File: src/rtl/aff7s_pkg.sv
// Shared constants and helpers for the aff7s 7-segment scan driver.
// Latency: n/a (package). Backpressure: n/a.
// Segment codes are seg[6:0] = g..a, active-low.
package aff7s_pkg;

    localparam logic [6:0] SEG_OFF = 7'h7F;

    function automatic logic [6:0] hex2seg(input logic [3:0] h);
        logic [6:0] s;
        case (h)
            4'h0: s = 7'h40;
            4'h1: s = 7'h79;
            4'h2: s = 7'h24;
            4'h3: s = 7'h30;
            4'h4: s = 7'h19;
            4'h5: s = 7'h12;
            4'h6: s = 7'h02;
            4'h7: s = 7'h78;
            4'h8: s = 7'h00;
            4'h9: s = 7'h10;
            4'hA: s = 7'h08;
            4'hB: s = 7'h03;
            4'hC: s = 7'h46;
            4'hD: s = 7'h21;
            4'hE: s = 7'h06;
            default: s = 7'h0E;
        endcase
        return s;
    endfunction

    // Counter width for a modulus n, never narrower than one bit.
    function automatic int idx_w(input int n);
        return (n > 1) ? $clog2(n) : 1;
    endfunction

endpackage

File: src/rtl/aff7s_tick.sv
// Slot prescaler and blink-phase frame counter for the scan driver.
// Latency: slot_end/dead are combinational from the prescaler; blink_phase is registered.
// Backpressure: none, free-running.
module aff7s_tick
    import aff7s_pkg::*;
#(
    parameter int SCAN_DIV  = 50000,
    parameter int DEAD_CYC  = 16,
    parameter int BLINK_DIV = 128
) (
    input  logic clk,
    input  logic rst_n,
    input  logic frame_end,
    output logic slot_end,
    output logic dead,
    output logic blink_phase
);

    localparam int PW = idx_w(SCAN_DIV);
    localparam int FW = idx_w(BLINK_DIV);

    logic [PW-1:0] psc;
    logic [FW-1:0] fcnt;

    assign slot_end = (psc == PW'(SCAN_DIV - 1));
    assign dead     = (psc < PW'(DEAD_CYC));

    always_ff @(posedge clk or negedge rst_n) begin
        if (!rst_n) begin
            psc <= '0;
        end else if (slot_end) begin
            psc <= '0;
        end else begin
            psc <= psc + 1'b1;
        end
    end

    // Phase flips once every BLINK_DIV completed frames.
    always_ff @(posedge clk or negedge rst_n) begin
        if (!rst_n) begin
            fcnt        <= '0;
            blink_phase <= 1'b0;
        end else if (frame_end) begin
            if (fcnt == FW'(BLINK_DIV - 1)) begin
                fcnt        <= '0;
                blink_phase <= ~blink_phase;
            end else begin
                fcnt <= fcnt + 1'b1;
            end
        end
    end

endmodule

File: src/rtl/aff7s_scan.sv
// Time-multiplexed N-digit hex driver for common-anode 7-segment banks.
// Latency: one clk from scan state to pins; new loads show from the next slot boundary.
// Backpressure: none; load is always accepted, display never stalls.
module aff7s_scan
    import aff7s_pkg::*;
#(
    parameter int N_DIGITS  = 4,
    parameter int SCAN_DIV  = 50000,
    parameter int DEAD_CYC  = 16,
    parameter int BLINK_DIV = 128
) (
    input  logic                    clk,
    input  logic                    rst_n,
    input  logic [4*N_DIGITS-1:0]   value,
    input  logic                    load,
    input  logic                    enable,
    input  logic                    blank_lz,
    input  logic [N_DIGITS-1:0]     dp_in,
    input  logic [N_DIGITS-1:0]     blink_mask,
    output logic [6:0]              seg,
    output logic                    dp,
    output logic [N_DIGITS-1:0]     an
);

    localparam int IW = idx_w(N_DIGITS);

    logic [4*N_DIGITS-1:0] val_pend, val_sh;
    logic [N_DIGITS-1:0]   dp_pend, dp_sh;
    logic [IW-1:0]         idx;
    logic                  idx_last, slot_end, frame_end, dead, blink_phase;
    logic [N_DIGITS-1:0]   lz_blank, an_sel, an_n;
    logic                  lead, cur_dp, cur_dark, dp_n;
    logic [3:0]            cur_hex;
    logic [6:0]            seg_n;

    assign idx_last  = (idx == IW'(N_DIGITS - 1));
    assign frame_end = slot_end & idx_last;

    aff7s_tick #(
        .SCAN_DIV  (SCAN_DIV),
        .DEAD_CYC  (DEAD_CYC),
        .BLINK_DIV (BLINK_DIV)
    ) u_tick (
        .clk         (clk),
        .rst_n       (rst_n),
        .frame_end   (frame_end),
        .slot_end    (slot_end),
        .dead        (dead),
        .blink_phase (blink_phase)
    );

    // Two-stage shadow: loads land in pend, the displayed copy only moves on a slot boundary.
    always_ff @(posedge clk or negedge rst_n) begin
        if (!rst_n) begin
            val_pend <= '0;
            dp_pend  <= '0;
            val_sh   <= '0;
            dp_sh    <= '0;
        end else begin
            if (load) begin
                val_pend <= value;
                dp_pend  <= dp_in;
            end
            if (slot_end) begin
                val_sh <= val_pend;
                dp_sh  <= dp_pend;
            end
        end
    end

    always_ff @(posedge clk or negedge rst_n) begin
        if (!rst_n) begin
            idx <= '0;
        end else if (slot_end) begin
            idx <= idx_last ? '0 : idx + 1'b1;
        end
    end

    // Walk from the MSB; a non-zero digit or a lit dp ends the leading run.
    always_comb begin
        lead     = blank_lz;
        lz_blank = '0;
        for (int i = N_DIGITS - 1; i >= 0; i--) begin
            lead        = lead && (val_sh[4*i +: 4] == 4'h0) && !dp_sh[i];
            lz_blank[i] = (i > 0) ? lead : 1'b0;
        end
    end

    always_comb begin
        cur_hex  = '0;
        cur_dp   = 1'b0;
        cur_dark = 1'b0;
        an_sel   = '1;
        for (int i = 0; i < N_DIGITS; i++) begin
            if (idx == IW'(i)) begin
                cur_hex   = val_sh[4*i +: 4];
                cur_dp    = dp_sh[i];
                cur_dark  = lz_blank[i] | (blink_mask[i] & blink_phase);
                an_sel[i] = 1'b0;
            end
        end
    end

    always_comb begin
        seg_n = SEG_OFF;
        dp_n  = 1'b1;
        an_n  = '1;
        if (enable && !dead) begin
            an_n  = an_sel;
            seg_n = cur_dark ? SEG_OFF : hex2seg(cur_hex);
            dp_n  = ~(cur_dp & ~cur_dark);
        end
    end

    always_ff @(posedge clk or negedge rst_n) begin
        if (!rst_n) begin
            seg <= SEG_OFF;
            dp  <= 1'b1;
            an  <= '1;
        end else begin
            seg <= seg_n;
            dp  <= dp_n;
            an  <= an_n;
        end
    end

endmodule

File: config.mk
export PLATFORM = sky130hd
export DESIGN_NAME = aff7s_scan
export DESIGN_NICKNAME = d
export VERILOG_FILES = /design/src/rtl/aff7s_pkg.sv /design/src/rtl/aff7s_tick.sv /design/src/rtl/aff7s_scan.sv
export SDC_FILE = /design/constraint.sdc
export NUM_CORES = 1
export LEC_CHECK = 0
export ABC_AREA = 1
export CORE_ASPECT_RATIO = 0.7
export CORE_MARGIN = 10
export CORE_UTILIZATION = 58
export DETAILED_ROUTE_END_ITERATION = 16
export GPL_ROUTABILITY_DRIVEN = 0
export MAX_ROUTING_LAYER = met4
export PLACE_DENSITY = 0.83
export SYNTH_ARGS = -nofsm -noshare
export SYNTH_HDL_FRONTEND = slang
export SYNTH_SLANG_ARGS = --single-unit
File: constraint.sdc
create_clock -name clk -period 4.5 [get_ports clk]
set_input_delay 0.9 -clock clk [delete_from_list [all_inputs] [get_ports clk]]
set_output_delay 0.9 -clock clk [all_outputs]
set_load 0.02 [all_outputs]
==> results by group <==
Clock tree
  • Cts bufs inserted: 9
  • CTS clk-pin slew, worst paths: ~0.080 ns
  • Level count of the clock H-tree: 3
  • Post-CTS setup-driven buffer insertion count: 0
  • Insertion delay of the later-clocked pin in the worst-skew pair: 0.35 ns
  • CTS Buffer Depth: 2
  • CTS hold repair buffers: 0
  • Post-CTS Resized: 0
  • Clock Tree Root: clkbuf_8
  • CTS sink cnt: about 80
  • Clock tree from TritonCTS: yes

Die
  • Cell row count: 24
  • Die X-Extent: between 100 and 150 um
  • Die area: approximately 10,000 um2
  • Initial Util: 61.1%
  • I/O pin count: a little over 40
  • Height of the die: slightly below 90 um
  • CORE AREA: 6400 um2

Yosys
  • Proportion of synthesized chip area in sequential cells: just over 50%
  • Post-synthesis instance total: ~480
  • FF+latch count, synth: between 70 and 80
  • Average instance area after synthesis: 8.21 um2
  • Cell accounting for the most synthesized area: dfrtp_1
  • Synth top area share: a little over two fifths
  • Syn Nets: 517
  • Post-synth design cell area: between 3000 and 4000 um2
  • Top_reg_cell synth: dfrtp_1
  • Number of enable-type register cells in the synthesized netlist: 0
  • Top cells by area, synth: dfrtp_1 (42%), nand2_1 (12%), dfstp_2 (8.1%)
  • Most used standard cells in the synthesized netlist: nand2_1 (126), dfrtp_1 (66), inv_1 (54)
  • Unique cell type count in the Yosys netlist: 36
  • Proportion of synthesized flip-flops having asynchronous set or reset: 100%
  • Library cell with the highest instance count after synthesis: nand2_1
  • Yosys warns: 0

GRT
  • Via count of the first global-routing pass: a little under 3,000
  • Sum of overflow across all layers after global routing: 0
  • Aggregate global-route resource usage: ~16%
  • First-pass GRT wire length: 13.7 mm
  • Number of antenna violations at the first check in global routing: 0
  • Pin count of the biggest net entering global routing: 79

Critical path
  • Cell class contributing the biggest share of worst-path delay: buffers and inverters
  • CP startpoint kind: register
  • WS Path Type: register to output port
  • Worst-path cell chain: clkdlybuf4s50_1
  • Kind of end point of the critical path: output port
  • Worst flop-to-flop path startpoint: idx[0]
  • Critical-path cell with the highest stage delay: clkdlybuf4s50_1
  • Crit-path max FO: 1
  • Signal arrival time at the worst endpoint: ~1.5 ns
  • Count of buffering cells on the critical path with inverters included: 1
  • Reg-to-reg slack, setup: 2.18 ns
  • Slowest stage delay, CP: 0.61 ns
  • Required time worst endpoint: 3.60 ns
  • Worst r2r dst: seg[3]
  • Worst reg-to-reg path cell count: 14

Route
  • Vias after detailed routing: between 3,000 and 4,000
  • Count of routing violations after the opening detailed-route iteration: between 300 and 400
  • First drt pass iteration count: 5
  • Post-detailed-route via-to-cell ratio: between 5 and 6
  • Detailed Route WL: 7.95 mm
  • DRC: 0
  • Post-DR wirelength/cell: between 10 and 15 um
  • Post-route antenna net violation count: 0

Finish
  • Number of standard cells in the final layout excluding fillers: around 600
  • Fraction of final layout cells sized beyond drive strength 1: approximately 9.1%
  • Syn-to-layout area delta: 16.7%
  • Diodes inserted: 0
  • Final #Nets: ~550

Run status
  • Result of the run: complete, no violations

STA
  • Final setup fails: 0
  • Number of failing hold endpoints at the final stage: 0
  • Final worst setup slack: about 2.1 ns
  • Top achievable clock speed: around 420 MHz
  • Setup repair after global routing missed its margin: no
  • Actual slew at the worst max-slew pin: between 1 and 1.5 ns
  • Final slew viol count: 0
  • Relative slew slack: ~30%
  • Shortest clock period the worst path allows after layout: between 2 and 2.5 ns
  • Final period utilization: a little over half
  • Maximum clock skew at final layout: roughly 0.011 ns
  • Accumulated negative setup slack: 0 ns

Place
  • Count of input and output buffers: 40
  • Half-perimeter wire length after placement: 5.72 mm
  • Worst Setup Slack post-DPL: ~2.0 ns
  • Placed Instances: between 500 and 600

Run
  • Number of max-capacitance violations reported: 0

Min path
  • Hold Path Cell Cnt: 1
  • Tightest Hold Check Type: register to register
  • Hold worst-path end: u_tick.psc[0]
  • Worst Min Path Start: u_tick.psc[0]

Pwr
  • Maximum ir drop on the vdd rail: 190 uV
  • Leakage dissipation: around 2.3 nW
  • Power density over the cells: 304 nW/um2
where the power goes:
group,internal (mW),switching (mW)
Combinational,0.0361,0.0441
Clock,0.316,0.263
Sequential,0.722,0.00471
cell families after synthesis:
kind of cell	after synthesis	synth area share, %
xor gates and xnor gates	13	2.91
DFF	78	50.3
AOI/OAI and AO/OA	70	9.64
and+or+nand+nor	230	25.5
adders and majority gates	12	3.84
buffers and inverters	73	7.78
through the flow:
step | total power [mW] | util [%] | hold slack [ns] | cell area (um2)
global placement | 0.820 | 67.9 | 0.447 | 4340
finish | 1.39 | 71.3 | 0.467 | 4560
floorplan | 0.770 | - | 0.433 | 3910
CTS | 1.40 | 71.3 | 0.465 | 4560
detailed placement | 0.822 | 67.9 | 0.455 | 4340
global route | 1.44 | 71.3 | 0.481 | 4560
worst max path at each step:
stage	slack [ns]	cells past startpoint	end	start
4_1_cts	2.09	1	seg[1]	seg[1]
6_report	2.12	1	seg[1]	seg[1]
2_1_floorplan	2.65	13	seg[3]	idx[0]
5_1_grt	1.84	14	seg[0]	idx[0]
3_5_place_dp	2.00	2	val_pend[1]	load
3_3_place_gp	2.07	11	seg[0]	blank_lz
routing by layer:
metal	up-vias	track usage, %	routed length (um)
met2	101	24.1	3400
met5	-	-	0
met1	1401	21.4	3860
li1	1572	-	-
met3	14	5.47	608
met4	0	3.69	86
cell type report:
| cell class | instances | area [um2] |
|---|---|---|
| clock buffer | 10 | 128 |
| fill | 498 | 1840 |
| tap | 91 | 114 |
| timing repair buffer | 40 | 398 |
| clock inverter | 6 | 92.6 |
| multi-input combinational | 325 | 1640 |
| sequential | 78 | 1970 |
| inverter | 59 | 224 |
sequential cells by signal, indices dropped and copies added (netlist names):
name,count
an,4
dp,1
dp_pend,4
dp_sh,4
idx,2
seg,7
u_tick.blink_phase,1
u_tick.fcnt,7
u_tick.psc,16
val_pend,16
val_sh,16
cell usage in the layout, fill, tap and decap left out, drive strengths merged, types with 2 or more instances in the layout:
master / n
nand2: 130
dfrtp: 66
inv: 61
o21ai: 51
nor2: 49
clkdlybuf4s50: 39
nand3: 30
a21oi: 17
ha: 12
dfstp: 12
xor2: 10
clkbuf: 10
nor3: 9
nand4: 4
or2: 4
xnor2: 3
and3: 2
bufinv: 2
clkinvlp: 2
Note: power is estimated with default switching activity, not from simulation.
